==> src/rtl/benes_route_sequencer.sv <==
// Holds precomputed Benes switch settings for both interconnect networks and
// sequences each route through fill, data-valid hold and drain phases.
module benes_route_sequencer #(
  parameter int SIZE        = 8,
  parameter int SWITCH_NUM  = SIZE / 2,
  parameter int STAGE_NUM   = 2 * $clog2(SIZE) - 1,
  parameter int NET_LATENCY = STAGE_NUM,
  parameter int CFG_DEPTH   = 16,
  parameter int HOLD_W      = 8
) (
  input  logic                              clk,
  input  logic                              rst,
  input  logic                              cfg_we,
  input  logic                              cfg_net,
  input  logic [$clog2(CFG_DEPTH)-1:0]      cfg_addr,
  input  logic [STAGE_NUM*SWITCH_NUM-1:0]   cfg_wdata,
  input  logic                              req_valid,
  output logic                              req_ready,
  input  logic [$clog2(CFG_DEPTH)-1:0]      req_slot_idx,
  input  logic [$clog2(CFG_DEPTH)-1:0]      req_mod_idx,
  input  logic [HOLD_W-1:0]                 req_hold,
  output logic [SWITCH_NUM-1:0]             slot_select   [0:STAGE_NUM-1],
  output logic [SWITCH_NUM-1:0]             module_select [0:STAGE_NUM-1],
  output logic                              route_active,
  output logic                              out_valid,
  output logic                              done
);

  localparam int TW    = STAGE_NUM * SWITCH_NUM;
  localparam int LAT_W = $clog2(NET_LATENCY + 1);
  localparam int CNT_W = (HOLD_W > LAT_W) ? HOLD_W : LAT_W;
  localparam logic [CNT_W-1:0] LAT_LAST = CNT_W'(NET_LATENCY - 1);

  typedef enum logic [1:0] {IDLE, FILL, HOLD, DRAIN} state_t;

  state_t             state_reg, state_next;
  logic [CNT_W-1:0]   cnt_reg, cnt_next;
  logic [HOLD_W-1:0]  hold_reg;
  logic [CNT_W-1:0]   hold_last;
  logic               accept;
  logic               out_valid_reg, out_valid_next;
  logic               route_active_reg, route_active_next;
  logic               done_reg, done_next;
  logic [TW-1:0]      slot_sel_reg, mod_sel_reg;
  logic [TW-1:0]      slot_tab [CFG_DEPTH];
  logic [TW-1:0]      mod_tab  [CFG_DEPTH];

  // A zero hold length still yields one data-valid cycle.
  assign hold_last = (hold_reg == '0) ? '0 : CNT_W'(hold_reg) - CNT_W'(1);

  always_ff @(posedge clk or posedge rst) begin
    if (rst) begin
      for (int i = 0; i < CFG_DEPTH; i++) begin
        slot_tab[i] <= '0;
        mod_tab[i]  <= '0;
      end
    end else if (cfg_we) begin
      if (cfg_net) mod_tab[cfg_addr]  <= cfg_wdata;
      else         slot_tab[cfg_addr] <= cfg_wdata;
    end
  end

  always_ff @(posedge clk or posedge rst) begin
    if (rst) begin
      state_reg        <= IDLE;
      cnt_reg          <= '0;
      hold_reg         <= '0;
      out_valid_reg    <= 1'b0;
      route_active_reg <= 1'b0;
      done_reg         <= 1'b0;
    end else begin
      state_reg        <= state_next;
      cnt_reg          <= cnt_next;
      out_valid_reg    <= out_valid_next;
      route_active_reg <= route_active_next;
      done_reg         <= done_next;
      if (accept) hold_reg <= req_hold;
    end
  end

  always_comb begin
    state_next = state_reg;
    cnt_next   = cnt_reg;
    accept     = 1'b0;
    case (state_reg)
      IDLE: begin
        if (req_valid) begin
          accept     = 1'b1;
          state_next = FILL;
          cnt_next   = LAT_LAST;
        end
      end
      FILL: begin
        if (cnt_reg == '0) begin
          state_next = HOLD;
          cnt_next   = hold_last;
        end else begin
          cnt_next = cnt_reg - CNT_W'(1);
        end
      end
      HOLD: begin
        if (cnt_reg == '0) begin
          state_next = DRAIN;
          cnt_next   = LAT_LAST;
        end else begin
          cnt_next = cnt_reg - CNT_W'(1);
        end
      end
      DRAIN: begin
        if (cnt_reg == '0) begin
          state_next = IDLE;
          cnt_next   = '0;
        end else begin
          cnt_next = cnt_reg - CNT_W'(1);
        end
      end
      default: state_next = IDLE;
    endcase
    out_valid_next    = (state_next == HOLD);
    route_active_next = (state_next != IDLE);
    done_next         = (state_reg == DRAIN) && (state_next == IDLE);
  end

  // Table reads see pre-write contents, so a same-edge config write is not picked up.
  always_ff @(posedge clk or posedge rst) begin
    if (rst) begin
      slot_sel_reg <= '0;
      mod_sel_reg  <= '0;
    end else if (accept) begin
      slot_sel_reg <= slot_tab[req_slot_idx];
      mod_sel_reg  <= mod_tab[req_mod_idx];
    end
  end

  genvar gi;
  generate
    for (gi = 0; gi < STAGE_NUM; gi++) begin : g_stage
      assign slot_select[gi]   = slot_sel_reg[gi*SWITCH_NUM +: SWITCH_NUM];
      assign module_select[gi] = mod_sel_reg[gi*SWITCH_NUM +: SWITCH_NUM];
    end
  endgenerate

  assign req_ready    = (state_reg == IDLE);
  assign out_valid    = out_valid_reg;
  assign route_active = route_active_reg;
  assign done         = done_reg;

endmodule
==> config.mk <==
export PLATFORM = sky130hd
export DESIGN_NAME = benes_route_sequencer
export DESIGN_NICKNAME = d
export VERILOG_FILES = /design/src/rtl/benes_route_sequencer.sv
export SDC_FILE = /design/constraint.sdc
export NUM_CORES = 1
export LEC_CHECK = 0
export ABC_AREA = 0
export CAP_MARGIN = 20
export CORE_ASPECT_RATIO = 0.9
export CORE_MARGIN = 2
export CORE_UTILIZATION = 65
export DETAILED_ROUTE_END_ITERATION = 10
export PLACE_DENSITY = 0.83
export RECOVER_POWER = 100
export REMOVE_ABC_BUFFERS = 1
export SETUP_SLACK_MARGIN = 0.3
export SLEW_MARGIN = 20
export SYNTH_ARGS = -nofsm -noshare
export SYNTH_HDL_FRONTEND = slang
export SYNTH_SLANG_ARGS = --single-unit
==> constraint.sdc <==
create_clock -name clk -period 40.9 [get_ports clk]
set_clock_uncertainty 0.1 [all_clocks]
set_input_delay 6.135 -clock clk [delete_from_list [all_inputs] [get_ports clk]]
set_output_delay 6.135 -clock clk [all_outputs]
set_load 0.02 [all_outputs]
==> results.json, run 1 <==
{
  "yosysWarnings": 0,
  "fillers": 2931,
  "ant_nets": 0,
  "clk-insertion-delay-late_ns": 0.61,
  "p_clk_share_pct": 36.2,
  "arrival_ns": 19.94,
  "finalHoldViolCount": 0,
  "grt_pass1_vias": 20100,
  "mostFrequentLayoutCells": "dfrtp_1 (701), mux2_2 (653), mux2i_1 (187), mux4_2 (80), a22oi_1 (78)",
  "hp-start": "slot_tab[31]",
  "portBuffers": 88,
  "hpwlAfterDp_um": 44400,
  "core_area_mm2": 0.0480,
  "final_util_pct": 73.2,
  "fin_ws_ns": 21.52,
  "vias": 19000,
  "swShare_pct": 24.7,
  "clockBufferDepth": 3,
  "finalSetupTns_ns": 0,
  "layout_min_cycle_time_ns": 19.38,
  "nets": 2239,
  "r2r-start": "state_reg[1]",
  "tritoncts": "built",
  "clock-root-buffer": "clkbuf_16",
  "gr-usage-met1_pct": 43.7,
  "setup_violations": 0,
  "worstPathCellList": "dlygate4sd3_1 -> clkinvlp_2 -> clkbuf_1 -> clkbuf_1 -> clkbuf_1 -> buf_6",
  "worstPathRequired_ns": 41.46,
  "holdBufCountCts": 0,
  "post_cts_resized": 0,
  "drc": 0,
  "tightest_slew_ns": 9.37,
  "area_delta_synth_final_pct": 10.8,
  "max_freq_mhz": 51.6,
  "synth_edf_count": 0,
  "dieArea_mm2": 0.0506,
  "status": "finished with violations",
  "slew_headroom_pct": -525,
  "routedWlPerCell_um": 26.8,
  "start_kind": "primary input",
  "p_total_mw": 1.80,
  "htree_levels": 3,
  "crit-reg2reg-capture": "mod_sel_reg[4]",
  "dpl_cell_area_mm2": 0.0330,
  "drive_gt1_share_pct": 39.9,
  "violations": "max-capacitance violations, max-slew violations",
  "syn-cell-area_mm2": 0.0317,
  "power_frac_comb_pct": 14.8,
  "grt_start_max_net_pins": 196,
  "p_int_mw": 1.36,
  "use_met2_pct": 49.4,
  "seq_area_mm2": 0.0175,
  "worstHoldPathType": "reg -> reg",
  "p_seq_share_pct": 49.0,
  "grt_util_all_layers_pct": 31.3,
  "grt_overflow": 0,
  "fin_hold_ws_ns": 0.400,
  "yosysSeqAreaShare_pct": 55.3,
  "vias_per_cell": 6.63,
  "grt_pass1_wl_um": 119000,
  "place_congestion": 0.803,
  "whs_path_depth": 1,
  "grt-busiest-layer": "met2",
  "hold_end": "slot_tab[31]",
  "vdd_drop_max_mv": 0.0360,
  "max_stage_delay_ns": 4.30,
  "synth_top_flop_cell": "dfrtp_1",
  "period_share_pct": 47.4,
  "crit_path_frequent_cell": "clkbuf_1",
  "clkSinkCount": 701,
  "synth-seq-cells": 701,
  "stdcell_count": 2871,
  "slew_violations": 1177,
  "firstDrtPassIters": 5,
  "numCtsBuffers": 71,
  "pre_cts_slack_ns": 30.83,
  "syn_inst": 2166,
  "die_h_um": 214,
  "start_util_pct": 66.0,
  "drtIter0Drc": 1843,
  "ios": 89,
  "place_inst": 2741,
  "rsz0062_at_grt": "false",
  "p_leak_nw": 16.1,
  "end_kind": "asynchronous set/reset pin",
  "synth_async_sr_flop_share_pct": 100,
  "antenna_found_initial": 6,
  "use_met3_pct": 7.75,
  "yosys.cell_types.count": 51,
  "avgSynthCellArea_um2": 14.6,
  "multi_input_area_mm2": 0.0132,
  "r2r_slack_ns": 37.60,
  "critPathKind": "in -> async",
  "fin_area_mm2": 0.0351,
  "r2r_cells": 6,
  "p_per_area_mw_per_mm2": 51.3,
  "p_switching_mw": 0.445,
  "cts.clk_slew.worst_paths_ns": 0.06,
  "worstPathMaxFanout": 115,
  "critPathSlowestCell": "clkbuf_1",
  "routed_wl_um": 76900,
  "top_regs": "mod_tab (320), slot_tab (320)",
  "maxCapViolCount": 32,
  "rows": 76,
  "final_common_cell": "dfrtp_1",
  "cts_setup_buffers": 0,
  "die_w_um": 237
}
## Yosys cell counts (4+ instances only)
cell / number / share of area [%]
a21oi_1: 7 / 0.11
a22oi_1: 78 / 1.8
a32oi_1: 38 / 1.0
and2_1: 4 / 0.079
buf_1: 6 / 0.071
buf_2: 106 / 1.7
buf_4: 9 / 0.21
clkbuf_1: 78 / 0.92
dfrtp_1: 701 / 55
inv_1: 8 / 0.095
mux2_2: 656 / 23
mux2i_1: 187 / 5.9
mux4_2: 80 / 5.7
nand2_1: 58 / 0.69
nand2b_1: 6 / 0.12
nand3_1: 6 / 0.095
nand3b_1: 4 / 0.095
nand4_1: 5 / 0.099
nand4b_1: 5 / 0.14
nor2_1: 22 / 0.26
nor2b_1: 8 / 0.16
nor3_1: 7 / 0.11
nor3b_1: 4 / 0.095
o21ai_0: 35 / 0.55
## kinds of logic (layout without fill, tap and decap cells)
group / after synthesis / count (layout) / share of synthesized area [%]
xor gates and xnor gates: 5 / 5 / 0.138
AOI/OAI and AO/OA: 178 / 178 / 4.06
and+or+nand+nor: 146 / 146 / 2.42
other: 0 / 2 / 0
DFF: 701 / 701 / 55.3
buffers and inverters: 207 / 286 / 2.97
adders and majority gates: 3 / 3 / 0.118
muxes: 926 / 926 / 35.0
## per-layer routing
layer  routed length (µm)  part of all wire, %
met1                32900                   43
met2                36300                   47
met3                 5770                  7.5
met4                 1830                  2.4
met5                   44                0.057
## final cells by class
cell class	instances	area share [%]
Antenna cell	2	0.0142
Inverter	8	0.0890
Tap cell	624	2.22
Clock inverter	12	0.353
Clock buffer	115	6.34
Multi-Input combinational cell	1258	37.7
Timing Repair Buffer	151	3.34
Sequential cell	701	49.9
## critical path, delay by kind of cell
kind	cells	cell delay, ns
buffers and inverters	6	13.59
## worst max path at each step
stage          startpoint      endpoint  slack [ns]  cells after the start
5_1_grt               rst  mod_tab[280]       18.82                      6
4_1_cts               rst   mod_tab[53]       31.47                      5
3_3_place_gp          rst   mod_tab[33]       30.94                      5
3_5_place_dp          rst   mod_tab[13]       30.83                      5
2_1_floorplan         rst    cnt_reg[0]       15.01                      1
6_report              rst   mod_tab[73]       21.52                      6
## power by group through the flow
stage / clock network, mW / registers [mW] / logic, mW
floorplan: 0 / 0.876 / 0.193
global placement: 0 / 0.881 / 0.253
detailed placement: 0 / 0.893 / 0.266
CTS: 0.659 / 0.882 / 0.269
global route: 0.688 / 0.897 / 0.288
finish: 0.652 / 0.884 / 0.267
No activity file was read; power rests on OpenSTA's default activity.
==> run 2: changes to the inputs <==
Settings changed: CORE_UTILIZATION 65 to 56, PLACE_DENSITY 0.83 to 0.76.
Clock period 40.9 ns to 16.05 ns, I/O delays scaled along.
==> run 2 against run 1 <==
Effect of this change:
- the flow still finishes with violations (max-capacitance violations, max-slew violations)
- final area up 0.65%
- total power rose to 2.5 times the previous value
- clock power rose to 2.5 times the previous value
- highest routed layer unchanged
==> results.json, run 2 (same netlist as run 1, synthesis figures left out) <==
{
  "place_congestion": 0.815,
  "tritoncts": "built",
  "pre_cts_slack_ns": 10.38,
  "fin_ws_ns": 7.65,
  "grt_overflow": 0,
  "tightest_slew_ns": 5.88,
  "critPathBufInv": 4,
  "clock-root-buffer": "clkbuf_16",
  "die_h_um": 230,
  "critical_path.top_delay_family": "buffers and inverters",
  "die_w_um": 255,
  "place_inst": 2878,
  "worstHoldPathType": "reg -> reg",
  "rsz0062_at_grt": "false",
  "end_kind": "asynchronous set/reset pin",
  "portBuffers": 88,
  "clockBufferDepth": 3,
  "arrival_ns": 8.63,
  "cp_num_cells": 4,
  "vias": 18900,
  "dieArea_mm2": 0.0586,
  "p_total_mw": 4.59,
  "grt_pass1_wl_um": 119000,
  "routed_wl_um": 76500,
  "grt_start_max_net_pins": 187,
  "crit_start": "rst",
  "r2r_slack_ns": 12.30,
  "setup_violations": 0,
  "violations": "max-capacitance violations, max-slew violations",
  "p_per_area_mw_per_mm2": 130,
  "crit_path_end": "slot_tab[88]",
  "final_util_pct": 63.3,
  "routedWlPerCell_um": 25.5,
  "drive_gt1_share_pct": 40.0,
  "finalHoldViolCount": 0,
  "drc": 0,
  "numCtsBuffers": 72,
  "period_share_pct": 52.3,
  "worstPathRequired_ns": 16.28,
  "status": "finished with violations",
  "htree_levels": 3,
  "cts.clk_slew.worst_paths_ns": 0.06,
  "holdBufCountCts": 0,
  "p_leak_nw": 16.2,
  "crit-reg2reg-capture": "mod_sel_reg[19]",
  "worstPathMaxFanout": 186,
  "firstDrtPassIters": 7,
  "worstPathCellList": "dlygate4sd3_1 -> clkinvlp_2 -> buf_12 -> clkbuf_1",
  "ant_nets": 0,
  "start_util_pct": 56.8,
  "whs_path_depth": 1,
  "top_regs": "mod_tab (320), slot_tab (320)",
  "start_kind": "primary input",
  "stdcell_count": 3002,
  "slew_headroom_pct": -292,
  "vias_per_cell": 6.30,
  "final_common_cell": "dfrtp_1",
  "mostFrequentLayoutCells": "dfrtp_1 (701), mux2_2 (653), mux2i_1 (187), mux4_2 (80), a22oi_1 (78)",
  "fillers": 4001,
  "critPathSlowestCell": "clkinvlp_2",
  "grt_util_all_layers_pct": 26.9,
  "clkSinkCount": 701,
  "area_delta_synth_final_pct": 11.5,
  "r2r-start": "state_reg[1]",
  "fin_area_mm2": 0.0354,
  "rows": 82,
  "grt_pass1_vias": 19700,
  "nets": 2245,
  "max_freq_mhz": 119,
  "layout_min_cycle_time_ns": 8.40,
  "r2r_cells": 5,
  "ios": 89,
  "antenna_found_initial": 7,
  "maxCapViolCount": 27,
  "critPathKind": "in -> async",
  "dpl_cell_area_mm2": 0.0332,
  "clk-insertion-delay-late_ns": 0.61,
  "vdd_drop_max_mv": 0.0744,
  "drtIter0Drc": 1581,
  "post_cts_resized": 0,
  "cts_setup_buffers": 0,
  "hpwlAfterDp_um": 45000,
  "max_stage_delay_ns": 3.20,
  "core_area_mm2": 0.0558,
  "slew_violations": 690
}
## run 2: cell count changes in the layout (fill, tap and decap cells not counted), sizes merged
cell | previous run | this run
dlygate4sd3 | 48 | 50
inv | 10 | 9
clkinv | 6 | 5
buf | 36 | 44
clkbuf | 153 | 144
## run 2: worst min path at each step
stage / start / end / slack (ns)
after global placement: slot_tab[54] / slot_tab[54] / 0.37
after global routing: slot_tab[111] / slot_tab[111] / 0.40
after detailed placement: mod_tab[277] / mod_tab[277] / 0.39
after CTS: slot_tab[111] / slot_tab[111] / 0.40
final: slot_tab[111] / slot_tab[111] / 0.40
after floorplan: slot_tab[54] / slot_tab[54] / 0.36
## run 2: layer usage
| metal | part of all wire [%] | wire [µm] | track usage (%) | vias up |
|---|---|---|---|---|
| met2 | 47 | 36100 | 41.6 | 596 |
| met1 | 44 | 33900 | 39.1 | 10100 |
| met3 | 6.3 | 4800 | 5.38 | 115 |
| li1 | - | - | - | 8054 |
| met5 | 0.029 | 22 | 0 | - |
| met4 | 2.2 | 1710 | 7.26 | 4 |
## run 2: cell type report
cell class | count | area (µm²) | area share [%]
Multi-Input combinational cell | 1258 | 13200 | 37.4
Timing Repair Buffer | 156 | 1280 | 3.62
Sequential cell | 701 | 17500 | 49.6
Inverter | 8 | 31.3 | 0.0885
Clock buffer | 111 | 2210 | 6.26
Tap cell | 756 | 946 | 2.68
Antenna cell | 2 | 5.00 | 0.0142
Clock inverter | 10 | 110 | 0.311
## run 2: worst register-to-register path, stage by stage (launching register included)
cell      delay [ns]
dfrtp_1         0.53
nor3b_1         1.14
clkbuf_1        0.46
and2_0          1.06
nand4_1         0.22
o211ai_1        0.16
## run 2: power breakdown
group          switching [mW]  total, mW  internal, mW
Clock                   0.674       1.65         0.978
Combinational           0.295      0.688         0.393
Sequential              0.163       2.25          2.09
## run 2: metrics by stage
step / hold WS [ns] / setup TNS [ns]
after floorplan: 0.364 / -4287.34
after global placement: 0.374 / 0
after detailed placement: 0.388 / 0
after CTS: 0.402 / 0
after global routing: 0.404 / 0
final: 0.400 / 0
